### src/rtl/mux_pkg.sv
`default_nettype none
// ============================================================================
// mux_pkg: constants and helpers shared by the stream/select mux blocks
// Revision: 1.0
// ============================================================================
package mux_pkg;

  localparam int MUX_MODE_BEAT   = 0;
  localparam int MUX_MODE_PACKET = 1;

  function automatic int clog2(input int value);
    int result;
    result = 0;
    for (int i = 0; i < 31; i++) begin
      if ((1 << i) < value) result = i + 1;
    end
    return result;
  endfunction

endpackage
`default_nettype wire

### src/rtl/rr_arbiter.sv
`default_nettype none
// ============================================================================
// rr_arbiter: combinational round-robin grant with an optional forced lock
// Revision: 1.0
// ============================================================================
module rr_arbiter import mux_pkg::*; #(
  parameter int N    = 4,
  parameter int SELW = clog2(N)
) (
  input  logic [N-1:0]    req,
  input  logic [SELW-1:0] ptr,
  input  logic            lock,
  input  logic [SELW-1:0] lock_ch,
  output logic [SELW-1:0] grant,
  output logic            grant_valid
);

  function automatic logic [SELW-1:0] wrap_idx(input logic [SELW-1:0] base, input int off);
    int sum;
    sum = int'(base) + off;
    if (sum >= N) sum = sum - N;
    return SELW'(sum);
  endfunction

  // Descending scan so the candidate closest to ptr is written last and wins.
  always_comb begin
    grant       = '0;
    grant_valid = 1'b0;
    if (lock) begin
      grant       = lock_ch;
      grant_valid = req[lock_ch];
    end else begin
      for (int k = N - 1; k >= 0; k--) begin
        if (req[wrap_idx(ptr, k)]) begin
          grant       = wrap_idx(ptr, k);
          grant_valid = 1'b1;
        end
      end
    end
  end

endmodule
`default_nettype wire

### src/rtl/rr_stream_mux.sv
`default_nettype none
// ============================================================================
// rr_stream_mux: N-channel round-robin valid/ready stream mux, registered output
// Revision: 1.0
// ============================================================================
module rr_stream_mux import mux_pkg::*; #(
  parameter int WIDTH  = 32,
  parameter int N      = 4,
  parameter int PACKET = MUX_MODE_BEAT,
  parameter int SELW   = clog2(N)
) (
  input  logic               clk,
  input  logic               rst_n,
  input  logic [N-1:0]       in_valid,
  input  logic [N*WIDTH-1:0] in_data,
  input  logic [N-1:0]       in_last,
  output logic [N-1:0]       in_ready,
  output logic               out_valid,
  output logic [WIDTH-1:0]   out_data,
  output logic               out_last,
  output logic [SELW-1:0]    out_sel,
  input  logic               out_ready
);

  localparam bit c_packet_mode = (PACKET == MUX_MODE_PACKET);

  logic             r_out_valid;
  logic [WIDTH-1:0] r_out_data;
  logic             r_out_last;
  logic [SELW-1:0]  r_out_sel;
  logic [SELW-1:0]  r_ptr;
  logic             r_lock;
  logic [SELW-1:0]  r_lock_ch;

  logic             w_load_en;
  logic             w_grant_valid;
  logic             w_xfer;
  logic             w_beat_last;
  logic [SELW-1:0]  w_grant;
  logic [SELW-1:0]  w_ptr_next;
  logic [WIDTH-1:0] w_beat_data;

  assign w_load_en = !r_out_valid || out_ready;

  rr_arbiter #(
    .N    (N),
    .SELW (SELW)
  ) u_arb (
    .req         (in_valid),
    .ptr         (r_ptr),
    .lock        (r_lock),
    .lock_ch     (r_lock_ch),
    .grant       (w_grant),
    .grant_valid (w_grant_valid)
  );

  // grant_valid already implies the granted channel is valid, so this is the transfer.
  assign w_xfer      = w_load_en && w_grant_valid;
  assign w_beat_last = in_last[w_grant];
  assign w_beat_data = in_data[w_grant*WIDTH +: WIDTH];
  assign w_ptr_next  = (w_grant == SELW'(N - 1)) ? '0 : w_grant + 1'b1;

  for (genvar i = 0; i < N; i++) begin : g_ready
    assign in_ready[i] = w_xfer && (w_grant == SELW'(i));
  end

  always_ff @(posedge clk or negedge rst_n) begin
    if (!rst_n) begin
      r_out_valid <= 1'b0;
      r_out_data  <= '0;
      r_out_last  <= 1'b0;
      r_out_sel   <= '0;
      r_ptr       <= '0;
      r_lock      <= 1'b0;
      r_lock_ch   <= '0;
    end else begin
      if (w_load_en) r_out_valid <= w_xfer;
      if (w_xfer) begin
        r_out_data <= w_beat_data;
        r_out_last <= w_beat_last;
        r_out_sel  <= w_grant;
        if (!c_packet_mode || w_beat_last) r_ptr <= w_ptr_next;
        // In packet mode a non-final beat pins the grant to its channel.
        if (c_packet_mode) begin
          r_lock <= !w_beat_last;
          if (!w_beat_last) r_lock_ch <= w_grant;
        end
      end
    end
  end

  assign out_valid = r_out_valid;
  assign out_data  = r_out_data;
  assign out_last  = r_out_last;
  assign out_sel   = r_out_sel;

endmodule
`default_nettype wire

### config.mk
export PLATFORM = sky130hd
export DESIGN_NAME = rr_stream_mux
export DESIGN_NICKNAME = d
export VERILOG_FILES = /design/src/rtl/mux_pkg.sv /design/src/rtl/rr_arbiter.sv /design/src/rtl/rr_stream_mux.sv
export SDC_FILE = /design/constraint.sdc
export NUM_CORES = 1
export LEC_CHECK = 0
export BUFFER_PORTS_ARGS = -buffer_cell sky130_fd_sc_hd__buf_4
export CAP_MARGIN = 20
export CORE_ASPECT_RATIO = 0.9
export CORE_MARGIN = 4
export CORE_UTILIZATION = 45
export DETAILED_ROUTE_END_ITERATION = 8
export HOLD_SLACK_MARGIN = 0.06
export PLACE_DENSITY = 0.95
export SYNTH_ARGS = -nofsm -noshare
export SYNTH_HDL_FRONTEND = slang
export SYNTH_HIERARCHICAL = 1
export SYNTH_SLANG_ARGS = --single-unit
### constraint.sdc
create_clock -name clk -period 4.4 [get_ports clk]
set_clock_uncertainty 0.15 [all_clocks]
set_input_delay 0 -clock clk [delete_from_list [all_inputs] [get_ports clk]]
set_output_delay 0 -clock clk [all_outputs]
set_load 0.02 [all_outputs]
# ---- Word level (Yosys, flattened, before mapping)
# Cells that the tools add are included.
dict set report classes {
  muxes 31
  div 0
  n_lt_le_gt_ge 10
  eq_ne 3
  n_shift 1
  n_mul 0
  add_sub_neg 8
  n_bitwise 0
  n_reduce_logical 8
}
# operator count
set ops {}
lappend ops {{$shiftx A128 B8 Y32} 1}
lappend ops {{$mux W2} 14}
lappend ops {{$lt A2 B3 Y1 const B} 6}
lappend ops {{$bmux W1 S2} 6}
lappend ops {{$mux W1} 11}
lappend ops {{$ge A3 B3 Y1 const B} 3}
lappend ops {{$sub A2 B1 Y2 const B} 4}
lappend ops {{$add A2 B2 Y3 const B} 2}
lappend ops {{$logic_and A1 B1 Y1} 5}
lappend ops {{$eq A2 B2 Y1 const B} 2}
lappend ops {{$add A2 B1 Y3 const B} 1}
lappend ops {{$ge A2 B3 Y1 const B} 1}
lappend ops {{$add A2 B1 Y2 const B} 1}
lappend ops {{$eq A2 B1 Y1 const B} 1}
lappend ops {{$logic_not A2 Y1} 1}
lappend ops {{$logic_not A1 Y1} 1}
lappend ops {{$logic_or A1 B1 Y1} 1}
dict set report totals {
  memories 0
  in_bits 139
  latchBits 0
  rom_bits 0
  ramBits 0
  elab_cells 66
  ff_bits 38
  out_inout_bits 40
}

# ---- Longest topological paths before layout
dict set report depth {
  ltp_word 13
  mapped_depth 8
  mapped_depth_nobuf 6
}

# ---- By module
# The synthesis kept the hierarchy.
# mod area_per_inst_um2 cells_each instances seq_area_each_um2
set modules_own_cells {}
lappend modules_own_cells {rr_stream_mux 2463.6 136 1 950.9}
lappend modules_own_cells {rr_arbiter 145.1 20 1 0.0}

# ---- Least setup slack after synthesis
# No wires, ideal clock.
dict set report synth_timing {
  kind {register to register}
  start {register r_ptr[1]}
  end {register r_out_data[3], in the netlist out_data[3]}
  required_ns 4.125
  synth_period_minus_slack_ns 2.482
  slack_ns 1.918
  setup_ns 0.125
  stages_incl_launch_ff 8
  t_arrival_ns 2.206
  path_buffers 2
  cell_sequence {dfrtp_1 nor2b_1 a221o_1 o21ai_1 buf_6 buf_8 mux4_2 mux2_4}
}
dict set report synth_via {
  elab_chain_cells 12
  elab_cells_between_ends 39
  cone_classes {add/sub: 7; order compare: 4; shift: 1; mux: 26; reduce/logical: 1}
}
# element line_no
set synth_rtl {}
lappend synth_rtl {{start: declaration} rr_stream_mux.sv:31} ;# logic [SELW-1:0] r_ptr;
lappend synth_rtl {{start signal: assignment} rr_stream_mux.sv:82} ;# if (!c_packet_mode || w_beat_last) r_ptr <= w_ptr_next;
lappend synth_rtl {{$add A2 B2 Y3} rr_arbiter.sv:20} ;# sum = int'(base) + off;
lappend synth_rtl {{$ge A3 B3 Y1 or $sub A2 B1 Y2 (tied branches)} rr_arbiter.sv:21} ;# if (sum >= N) sum = sum - N;
lappend synth_rtl {{$mux W2} rr_arbiter.sv:21}
lappend synth_rtl {{$mux W2} rr_arbiter.sv:29} ;# if (lock) begin
lappend synth_rtl {{$bmux W1 S2} rr_arbiter.sv:34} ;# if (req[wrap_idx(ptr, k)]) begin
lappend synth_rtl {{$mux W1 (not written as such)} rr_arbiter.sv:34}
lappend synth_rtl {{$mux W2 (3 in series)} rr_arbiter.sv:34}
lappend synth_rtl {{$mux W2 (*)} rr_arbiter.sv:34}
lappend synth_rtl {{$mux W2 (*)} rr_arbiter.sv:29}
lappend synth_rtl {{named net w_grant[0]} rr_stream_mux.sv:39} ;# logic [SELW-1:0] w_grant;
lappend synth_rtl {{$shiftx A128 B8 Y32 (*)} rr_stream_mux.sv:60} ;# assign w_beat_data = in_data[w_grant*WIDTH +: WIDTH];
lappend synth_rtl {{end signal: assignment} rr_stream_mux.sv:79} ;# r_out_data <= w_beat_data;
lappend synth_rtl {{end: declaration} rr_stream_mux.sv:28} ;# logic [WIDTH-1:0] r_out_data;
# Mark *: on every way through the listed nets, which the timed path passes. The rest lies on a longest branch. The select of a mux whose other input is x is not followed.
# A chain may end at the register's enable or synchronous reset.

# ---- Worst setup path in the final report
dict set report layout_timing {
  start {register r_ptr[1]}
  end {register r_out_data[11], in the netlist out_data[11]}
}
# Same word-level chain as after synthesis.

==> impl_metrics.env <==
export IMPL_grt_pass1_wl_um=14700
export IMPL_antenna_found_initial=0
export IMPL_drv_slew=0
export IMPL_yosysMostFrequentCell="dfrtp_1"
export IMPL_async_flop_share_pct=100
export IMPL_endpoint_kind="flip-flop"
export IMPL_total_power_mw=2.00
export IMPL_syn_area_per_cell_um2=16.7
export IMPL_hold_slack_ns=0.0814
export IMPL_htree_levels=2
export IMPL_synth_top_cell_area_share_pct=36.5
export IMPL_drtAntennaViolNets=0
export IMPL_cp_arrival_ns=3.59
export IMPL_cp_top_family="buffers and inverters"
export IMPL_crit_path_cell_trace="nor2b_1, a221o_1, o21ai_4, buf_12, mux4_1, dlygate4sd3_1, mux2_2"
export IMPL_gp_congestion=0.743
export IMPL_netlist_instances=156
export IMPL_final_layout_size_suffix_gt1_share_pct=62.9
export IMPL_drt_wl_total_um=9800
export IMPL_instances_no_fill=481
export IMPL_synth_warnings=12
export IMPL_nets=552
export IMPL_vias=2535
export IMPL_dr_pass1_iters=4
export IMPL_slew_limit_headroom_pct=59.1
export IMPL_crit_type="reg -> reg"
export IMPL_drc=0
export IMPL_ios=179
export IMPL_grt_total_usage_pct=27.9
export IMPL_synthesis_area_um2=2610
export IMPL_cts_root_buf="clkbuf_8"
export IMPL_synthTopCellsByArea="dfrtp_1 (36%), mux4_2 (25%), mux2_4 (16%), mux4_1 (5.0%), mux2_2 (4.3%)"
export IMPL_maxCapViolations=0
export IMPL_initial_core_util_pct=46.1
export IMPL_final_hold_viol_count=0
export IMPL_rsz0062_at_grt="false"
export IMPL_cts_resized_gates=0
export IMPL_drt_iter0_drc=77
export IMPL_fmax_mhz=281
export IMPL_grt_overflow_total=0
export IMPL_die_area_um2=7080
export IMPL_hp_class="in -> async"
export IMPL_ctsHoldBuffers=68
export IMPL_synth_cell_types=30
export IMPL_tightestPinTransition_ns=0.612
export IMPL_p_leak_nw=2.29
export IMPL_clockBufferDepth=2
export IMPL_status="finished, final reports clean"
export IMPL_core_area_um2=5660
export IMPL_dp_hpwl_um=6400
export IMPL_dp_cells=403
export IMPL_die_y_um=80.2
export IMPL_path_buf_inv=2
export IMPL_ys_top_cells_by_count="dfrtp_1 (38), mux4_2 (29), mux2_4 (27), mux2_2 (10), mux4_1 (5)"
export IMPL_cp_slowest_cell="dlygate4sd3_1"
export IMPL_grt_max_degree=39
export IMPL_p_per_area_nw_per_um2=418
export IMPL_cts_made_buffers=5
export IMPL_cts_tree="yes"
export IMPL_grt_pass1_vias=2830
export IMPL_postCtsSetupBuffers=0
export IMPL_routedWlPerCell_um=20.4
export IMPL_ir_drop_mv=0.257
export IMPL_cts_sinks=38
export IMPL_synth_edff_count=0
export IMPL_ys_seq_area_share_pct=36.5
export IMPL_ys_ff_latch=38
export IMPL_cts_clk_slew_worst_paths_ns=0.08
export IMPL_cp_start_kind="flip-flop"
export IMPL_fin_crit_sh_pct=81.0
export IMPL_io_buffer_count=178
export IMPL_period_needed_ns=3.56
export IMPL_num_rows=26
export IMPL_clock_latency_ns=0.29
export IMPL_syn_to_final_growth_pct=84.0
export IMPL_crit_fanout=27
export IMPL_setup_violations=0
export IMPL_yosys_area_top_type="dfrtp_1"
export IMPL_via_per_inst=5.27
export IMPL_cp_data_required_time_ns=4.42
export IMPL_die_w_um=88.3
export IMPL_max_stage_delay_ns=0.60
export IMPL_fin_setup_tns_ns=0
export IMPL_synth_ff_type="dfrtp_1"
==> registers in the layout, indices dropped and copies added (netlist names) <==
name       flops
out_data      32
out_sel        2
out_last       1
r_ptr          2
out_valid      1
==> metrics by stage <==
stage | utilization, % | area (um2) | setup WS, ns
global placement | 70.8 | 4010 | 1.51
CTS | 84.4 | 4780 | 0.898
floorplan | - | 2640 | 1.92
finish | 84.8 | 4800 | 0.836
global route | 84.7 | 4800 | 0.673
detailed placement | 70.8 | 4010 | 1.45
==> worst reg2reg max path: cells and delay by family (launching register included) <==
kind | cells | cell delay [ns]
DFF | 1 | 0.45
muxes | 2 | 0.89
buffers and inverters | 2 | 0.90
and+or+nand+nor | 1 | 0.17
AOI/OAI and AO/OA | 2 | 0.89
==> layout make-up <==
class	instances	area [um2]
inverter	3	11.3
clock inverter	1	5.00
antenna	1	2.50
fill	277	861
clock buffer	7	86.3
multi-input combinational	112	1590
timing repair buffer	249	2060
tap	70	87.6
sequential	38	951
==> cell families after synthesis <==
kind of cell	share of synthesized area, %
and+or+nand+nor	4.03
muxes	50.3
other	0.144
adders and majority gates	1.92
buffers and inverters	5.04
DFF	36.5
AOI/OAI and AO/OA	2.11
==> cell usage in the layout (no fill, tap or decap), drive strengths merged <==
cell type | netlist | routed
dlygate4sd3 | 0 | 68
mux2 | 37 | 37
buf | 11 | 181
or2b | 1 | 1
a221o | 1 | 1
nor3b | 2 | 2
o31ai | 2 | 2
nor4 | 2 | 2
ha | 4 | 4
clkbuf | 1 | 7
dfrtp | 38 | 38
clkinv | 0 | 1
o21ai | 2 | 2
a31oi | 1 | 1
and2 | 1 | 1
inv | 3 | 3
mux4 | 34 | 34
nor2 | 2 | 2
conb | 1 | 10
diode | 0 | 1
nor2b | 1 | 1
and3 | 4 | 4
nand2 | 3 | 3
mux2i | 1 | 1
nand2b | 2 | 2
a32oi | 1 | 1
a21oi | 1 | 1
==> path summary, 6_finish.rpt <==
check | start | to | slack, ns | depth (start not counted)
worst max-delay path | r_ptr[1]$_DFFE_PN0P_ | out_data[11]$_DFFE_PN0P_ | 0.84 | 7
worst min register to register | out_sel[0]$_DFFE_PN0P_ | out_sel[0]$_DFFE_PN0P_ | 0.36 | 1
worst min-delay path | rst_n | out_data[1]$_DFFE_PN0P_ | 0.08 | 2
max in group asynchronous | rst_n | r_ptr[0]$_DFFE_PN0P_ | 3.67 | 2
worst max register to register | r_ptr[1]$_DFFE_PN0P_ | out_data[11]$_DFFE_PN0P_ | 0.84 | 7
min in group clk | in_valid[0] | out_valid$_DFFE_PN0P_ | 0.18 | 4
==> metal layers <==
metal | vias up | track usage (%) | part of all wire [%]
met1 | 1249 | 29.8 | 34
met2 | 142 | 53.1 | 55
met4 | 0 | 6.50 | 1.6
li1 | 1128 | - | -
met5 | - | 0 | 0
met3 | 16 | 8.21 | 9.3
==> report_power, final <==
part / leakage [nW] / switching [mW] / internal (mW)
Clock: 0.0482 / 0.125 / 0.127
Sequential: 0.442 / 0.105 / 0.485
Combinational: 1.80 / 0.475 / 0.688
No activity file was read; power rests on OpenSTA's default activity.
